### src/rtl/sram_arb_pkg.sv
// sram_arb_pkg: shared FSM/owner enums and default widths for the SRAM port arbiter.
package sram_arb_pkg;
  localparam int DEF_ADDR_WIDTH = 25;
  localparam int DEF_DATA_WIDTH = 32;
  localparam int DEF_NUM_WMASKS = 4;
  typedef enum logic [1:0] {IDLE, WAIT, RESP} state_e;
  typedef enum logic {OWN_I, OWN_D} owner_e;
endpackage

### src/rtl/sram_arb_grant.sv
// sram_arb_grant: 2-way grant generator; round-robin with SRAM_ARB_RR_EN, otherwise data-first priority.
module sram_arb_grant
  import sram_arb_pkg::*;
(
`ifdef SRAM_ARB_RR_EN
  input  logic clock,
  input  logic reset,
`endif
  input  logic en,
  input  logic i_valid,
  input  logic d_valid,
  output logic gnt_i,
  output logic gnt_d
);
`ifdef SRAM_ARB_RR_EN
  owner_e last_q, last_d;
  // On conflict the requester not granted last wins; reset favours D.
  assign gnt_d = en & d_valid & (~i_valid | (last_q == OWN_I));
  assign gnt_i = en & i_valid & ~gnt_d;
  assign last_d = gnt_d ? OWN_D : gnt_i ? OWN_I : last_q;
  always_ff @(posedge clock) last_q <= reset ? OWN_I : last_d;
`else
  assign gnt_d = en & d_valid;
  assign gnt_i = en & i_valid & ~d_valid;
`endif
endmodule

### src/rtl/sram_port_arbiter.sv
// sram_port_arbiter: shares one SRAM port between instruction reads and data reads/writes.
// Arbitration policy selected by SRAM_ARB_RR_EN (round-robin) or fixed data-first when undefined.
module sram_port_arbiter
  import sram_arb_pkg::*;
#(
  parameter int ADDR_WIDTH = DEF_ADDR_WIDTH,
  parameter int DATA_WIDTH = DEF_DATA_WIDTH,
  parameter int NUM_WMASKS = DEF_NUM_WMASKS
) (
  input  logic                  clock,
  input  logic                  reset,
  input  logic                  i_req_valid,
  output logic                  i_req_ready,
  input  logic [ADDR_WIDTH-1:0] i_req_addr,
  output logic                  i_rsp_valid,
  input  logic                  i_rsp_ready,
  output logic [DATA_WIDTH-1:0] i_rsp_data,
  input  logic                  d_req_valid,
  output logic                  d_req_ready,
  input  logic [ADDR_WIDTH-1:0] d_req_addr,
  input  logic                  d_req_we,
  input  logic [NUM_WMASKS-1:0] d_req_wmask,
  input  logic [DATA_WIDTH-1:0] d_req_wdata,
  output logic                  d_rsp_valid,
  input  logic                  d_rsp_ready,
  output logic [DATA_WIDTH-1:0] d_rsp_data,
  output logic                  sram_csb,
  output logic                  sram_web,
  output logic [NUM_WMASKS-1:0] sram_wmask,
  output logic [ADDR_WIDTH-1:0] sram_addr,
  output logic [DATA_WIDTH-1:0] sram_din,
  input  logic [DATA_WIDTH-1:0] sram_dout
);
  state_e state_q, state_d;
  owner_e owner_q, owner_d;
  logic [DATA_WIDTH-1:0] i_rsp_data_q, d_rsp_data_q;
  logic gnt_i, gnt_d, hs_rd, own_rdy;
  sram_arb_grant u_grant (
`ifdef SRAM_ARB_RR_EN
    .clock  (clock),
    .reset  (reset),
`endif
    .en     ((state_q == IDLE) & ~reset),
    .i_valid(i_req_valid),
    .d_valid(d_req_valid),
    .gnt_i  (gnt_i),
    .gnt_d  (gnt_d)
  );
  assign i_req_ready = gnt_i;
  assign d_req_ready = gnt_d;
  assign hs_rd = gnt_i | (gnt_d & ~d_req_we);
  assign own_rdy = (owner_q == OWN_D) ? d_rsp_ready : i_rsp_ready;
  assign sram_csb = ~(gnt_i | gnt_d);
  assign sram_web = ~(gnt_d & d_req_we);
  assign sram_wmask = (gnt_d & d_req_we) ? d_req_wmask : '0;
  assign sram_addr = gnt_d ? d_req_addr : i_req_addr;
  assign sram_din = d_req_wdata;
  assign i_rsp_valid = (state_q == RESP) & (owner_q == OWN_I);
  assign d_rsp_valid = (state_q == RESP) & (owner_q == OWN_D);
  assign i_rsp_data = i_rsp_data_q;
  assign d_rsp_data = d_rsp_data_q;
  always_comb begin
    state_d = (state_q == IDLE) ? (hs_rd ? WAIT : IDLE) :
              (state_q == WAIT) ? RESP : (own_rdy ? IDLE : RESP);
    owner_d = hs_rd ? (gnt_d ? OWN_D : OWN_I) : owner_q;
  end
  always_ff @(posedge clock) begin
    if (reset) begin
      state_q      <= IDLE;
      owner_q      <= OWN_D;
      i_rsp_data_q <= '0;
      d_rsp_data_q <= '0;
    end else begin
      state_q <= state_d;
      owner_q <= owner_d;
      // SRAM read data is valid during WAIT; capture it for the owner only.
      if (state_q == WAIT && owner_q == OWN_D) d_rsp_data_q <= sram_dout;
      if (state_q == WAIT && owner_q == OWN_I) i_rsp_data_q <= sram_dout;
    end
  end
endmodule

### config.mk
export PLATFORM = sky130hd
export DESIGN_NAME = sram_port_arbiter
export DESIGN_NICKNAME = d
export VERILOG_FILES = /design/src/rtl/sram_arb_pkg.sv /design/src/rtl/sram_arb_grant.sv /design/src/rtl/sram_port_arbiter.sv
export SDC_FILE = /design/constraint.sdc
export NUM_CORES = 1
export LEC_CHECK = 0
export CAP_MARGIN = 20
export CORE_ASPECT_RATIO = 0.8
export CORE_MARGIN = 4
export CORE_UTILIZATION = 37
export DETAILED_ROUTE_END_ITERATION = 16
export PLACE_DENSITY = 0.87
export SETUP_SLACK_MARGIN = 0.2
export SYNTH_ARGS = -nofsm -noshare
export SYNTH_HDL_FRONTEND = slang
export SYNTH_HIERARCHICAL = 1
export SYNTH_SLANG_ARGS = --single-unit
### constraint.sdc
create_clock -name clock -period 5.6 [get_ports clock]
set_input_delay 1.4 -clock clock [delete_from_list [all_inputs] [get_ports clock]]
set_output_delay 1.4 -clock clock [all_outputs]
set_load 0.005 [all_outputs]
Yosys cells after proc, flatten, opt, wreduce, memory -nomap -nowiden

Index checks and enable logic that the tools add are counted.

Bits in registers: 67
Output and inout bits: 131
Logic and storage cells: 33

Equal/unequal tests: 2
Mux-type cells: 8
Bitwise gates (word level): 16
Reduce and logical (&&, ||, !) cells: 3

Operators with widths:

| cell                                          | count |
|---|---|
| two-way mux 25 bit                            | 1 |
| bitwise AND 1 bit                             | 8 |
| two-way mux 2 bit                             | 3 |
| inverter 1 bit                                | 6 |
| two-way mux 4 bit                             | 1 |
| two-way mux 1 bit                             | 3 |
| == test 2 x 1 -> 1 bit, second input constant | 1 |
| == test 2 bit, second input constant          | 1 |
| logical AND 1 bit                             | 2 |
| zero test 2 bit                               | 1 |
| bitwise OR 1 bit                              | 2 |

Depth between registers and ports, before layout

Word-level depth: 7
Gate-level depth with buffers: 7

By module

Netlist, hierarchy kept.

Modules (own cells, without submodules):

| module            | area an instance (sq um) | cells an instance | instances | seq. area each (sq um) |
|---|---|---|---|---|
| sram_port_arbiter | 3399.5                   | 330               | 1         | 1341.3 |
| sram_arb_grant    | 16.3                     | 2                 | 1         | 0.0 |

Least setup slack after synthesis

No wires, ideal clock.

Path type: input -> output
From: in reset
To: out sram_addr[0]
Stages on the path: 7
Data arrival time: 2833 ps
Data required time: 4200 ps
Slack: 1367 ps
Cells stage by stage: buf_2 > clkbuf_1 > nor3_1 > and2_2 > clkbuf_1 > buf_2 > mux2_2

Longest elaborated chain between the ends: 4

Ends and longest elaborated chain:

| what               | line                    | source |
|---|---|---|
| start: declaration | sram_port_arbiter.sv:11 | `input logic reset,` |
| inverter 1 bit     | sram_port_arbiter.sv:43 | `.en ((state_q == IDLE) & ~reset),` |
| bitwise AND 1 bit  | sram_port_arbiter.sv:43 |  |
| bitwise AND 1 bit  | sram_arb_grant.sv:23    | `assign gnt_d = en & d_valid;` |
| via d_req_ready    | sram_port_arbiter.sv:19 | `output logic d_req_ready,` |
| two-way mux 25 bit | sram_port_arbiter.sv:56 | `assign sram_addr = gnt_d ? d_req_addr : i_req_addr;` |
| end: declaration   | sram_port_arbiter.sv:30 | `output logic [ADDR_WIDTH-1:0] sram_addr,` |

The timed path passes the listed nets, and every way through them passes these cells.

Final worst setup path

From: in d_req_valid
To: out sram_addr[9]

Longest elaborated chain between the ends: 2

Ends and longest elaborated chain:

| what               | line                    | source |
|---|---|---|
| start: declaration | sram_port_arbiter.sv:18 | `input logic d_req_valid,` |
| bitwise AND 1 bit  | sram_arb_grant.sv:23    |  |
| two-way mux 25 bit | sram_port_arbiter.sv:56 |  |

No other way between the ends.

==> out/results.ini <==
[sta]
setup_viol = 0
unrepaired_setup_endpoints_after_global_routing = no
fin_crit_sh_pct = 85.4
maxSlewViolCount = 0
layout_min_cycle_time_ns = 4.78
fmax_mhz = 209
worst_hold_slack_ns = 0.471
final.setup.tns_ns = 0
final_hold_viol_count = 0
fin_worst_skew_ns = 0.00793
worst_slew_margin_rel_pct = 52.4
max_slew.worst_pin.slew_ns = 0.715

[finish]
seqCellArea_mm2 = 0.00134
post-route-util_pct = 59.8
syn2layout_area_growth_pct = 58.3
multiInputGateArea_mm2 = 0.00169
num-nets-final = 606
final.fill_count = 774
antennaDiodeCount = 0
fin_area_mm2 = 0.00541
drive_above_1_share_pct = 10.3

[logic_synthesis]
postSynthRegisterBits = 67
syn_inst = 332
yosysSeqAreaShare_pct = 39.3
warnings_synthesis = 6
avgSynthCellArea_um2 = 10.3
cell_area_after_synthesis_mm2 = 0.00342
synthDistinctLibCells = 22
synthesized_netlist_net_count = 457

[global_route]
grt_antenna_before_repair = 0
grt_overflow_total = 0
grt_usage_pct = 18.4
grt_max_degree = 100
grt_first_pass_wirelength_um = 15500
grt_pass1_vias = 3134

[hold_path]
hold_wc_path_type = register to register

[clock_tree]
hold_buffers = 0
clock_latency_late_sink_ns = 0.32
cts-buffers-inserted = 9
cts-root-to-sink-buffers = 2
postCtsResizedCells = 0
tritoncts = built
path_clk_slew_ns = 0.05
h-tree-depth = 3
post-cts-setup-buffers = 0
clk_root_buffer_cell = sky130_fd_sc_hd__clkbuf_16
cts.sink_count = 67

[routing]
drt-total-wl_um = 9970
final_ant_viol_nets = 0
drt-wirelength-per-cell_um = 16.6
post_drt_via_cell_ratio = 4.65
vias = 2795
dr.pass1.iters = 4
drc_errors = 0
drt-initial-drc-count = 135

[worst_setup_path]
worst-path-buf-inv = 2
cp_data_required_time_ns = 4.20
timing.critical_path.from_type = input pin
timing.critical_path.slowest_cell_delay_ns = 0.61
sequence_of_cells_on_the_critical_path = clkdlybuf4s50_1 > and2_2 > mux2_2 > clkdlybuf4s50_1
worstPathArrival_ns = 3.38
crit_family = buffers and inverters
path_max_fanout = 34
critPathMostFrequentCell = sky130_fd_sc_hd__clkdlybuf4s50_1
crit_type = input pin to output pin
slowest_stage = sky130_fd_sc_hd__and2_2
setup_crit_end_kind = output pin

[die]
design.die.area_mm2 = 0.0108
floorplan.die.height_um = 93.9
placementRows = 31
ios = 256
die-width_um = 115
initial_core_util_pct = 37.8
core_mm2 = 0.00904

[pwr]
pwr_density_cell_mw_per_mm2 = 232
vdd.ir_drop.worst_mv = 0.145
power.leakage_nw = 2.12

[placed_design]
buffer_ports.inserted = 191
gpl.final_weighted_congestion = 0.894
dpl-instance-area_mm2 = 0.00511
dp.final_hpwl_um = 7770

[run]
count_of_maximum_capacitance_violations = 0

[run_status]
run_status = completed

where the power goes:
group	leakage (nW)	internal, mW	switching (mW)
clock	0.143	0.345	0.206
combinational	1.43	0.142	0.0635
sequential	0.541	0.488	0.00729
worst paths after layout:
kind                                     from       endpoint  slack (ns)  depth (start not counted)
worst min-delay path            i_rsp_data[8]  i_rsp_data[8]        0.47                          2
worst min register to register  i_rsp_data[8]  i_rsp_data[8]        0.47                          2
worst max-delay path              d_req_valid   sram_addr[9]        0.82                          4
worst max register to register     state_q[1]     state_q[0]        3.89                          4
cell usage in the layout (no fill, tap or decap), types with 2 or more instances in the layout:
| cell | n |
|---|---|
| sky130_fd_sc_hd__clkdlybuf4s50_1 | 190 |
| sky130_fd_sc_hd__nand2b_1 | 98 |
| sky130_fd_sc_hd__dfxtp_1 | 67 |
| sky130_fd_sc_hd__mux2i_1 | 65 |
| sky130_fd_sc_hd__mux2_2 | 25 |
| sky130_fd_sc_hd__clkbuf_16 | 9 |
| sky130_fd_sc_hd__and3_1 | 4 |
| sky130_fd_sc_hd__buf_4 | 3 |
| sky130_fd_sc_hd__nor3b_1 | 2 |
| sky130_fd_sc_hd__and3b_2 | 2 |
| sky130_fd_sc_hd__inv_1 | 2 |
| sky130_fd_sc_hd__clkinv_2 | 2 |
per-stage QoR:
stage / std cells / worst slack [ns] / power [mW]
floorplan: 332 / 1.37 / 0.600
global placement: 585 / 0.902 / 0.708
detailed placement: 585 / 0.811 / 0.713
CTS: 601 / 0.813 / 1.27
global route: 601 / 0.752 / 1.30
finish: 601 / 0.820 / 1.25
per-layer routing:
layer / track usage [%] / wire (µm)
met5: 0 / 0
met4: 7.82 / 302
met3: 7.60 / 882
met2: 31.6 / 4930
met1: 20.0 / 3860
state kept, by name (all words and copies together), names as in the netlist:
| register | flops |
|---|---|
| state_q | 2 |
| owner_q | 1 |
| d_rsp_data | 32 |
| i_rsp_data | 32 |
synthesized netlist by cell type:
cell	count	area share [%]
sky130_fd_sc_hd__and3_1	4	0.73
sky130_fd_sc_hd__buf_6	4	1.3
sky130_fd_sc_hd__and3b_2	2	0.59
sky130_fd_sc_hd__buf_4	36	7.9
sky130_fd_sc_hd__mux2_2	25	8.2
sky130_fd_sc_hd__nand2b_1	98	18
sky130_fd_sc_hd__and2_2	1	0.22
sky130_fd_sc_hd__nand2_1	1	0.11
sky130_fd_sc_hd__or3b_1	1	0.26
sky130_fd_sc_hd__a221o_2	1	0.33
sky130_fd_sc_hd__mux2i_1	65	19
sky130_fd_sc_hd__a21boi_0	1	0.22
sky130_fd_sc_hd__nor3_1	1	0.15
sky130_fd_sc_hd__nor2_1	1	0.11
sky130_fd_sc_hd__nand3b_1	1	0.22
sky130_fd_sc_hd__a31o_2	1	0.26
sky130_fd_sc_hd__inv_1	2	0.22
sky130_fd_sc_hd__and3b_1	1	0.26
sky130_fd_sc_hd__buf_2	5	0.73
sky130_fd_sc_hd__dfxtp_1	67	39
sky130_fd_sc_hd__clkbuf_1	11	1.2
sky130_fd_sc_hd__nor3b_1	3	0.66
area by class of cell:
type / instances / area share [%]
repair buffers: 194 / 35.7
multi-input cells: 207 / 31.3
flip-flops and latches: 67 / 24.8
clock buffers: 10 / 4.24
well taps: 115 / 2.66
clock inverters: 6 / 1.20
inverters: 2 / 0.139
logic make-up (layout without fill, tap and decap cells):
| family | after synthesis | after routing | synth area share (%) |
|---|---|---|---|
| simple gates | 114 | 114 | 21.2 |
| mux | 90 | 90 | 27.3 |
| flops | 67 | 67 | 39.3 |
| buf+inv | 58 | 212 | 11.4 |
| compound gates | 3 | 3 | 0.806 |
worst register-to-register path, delay by kind of cell, from the launching register on:
kind            cells  cell delay [ns]
compound gates      1             0.19
flops               1             0.38
simple gates        3             1.07
Note: power is estimated with default switching activity, not from simulation.
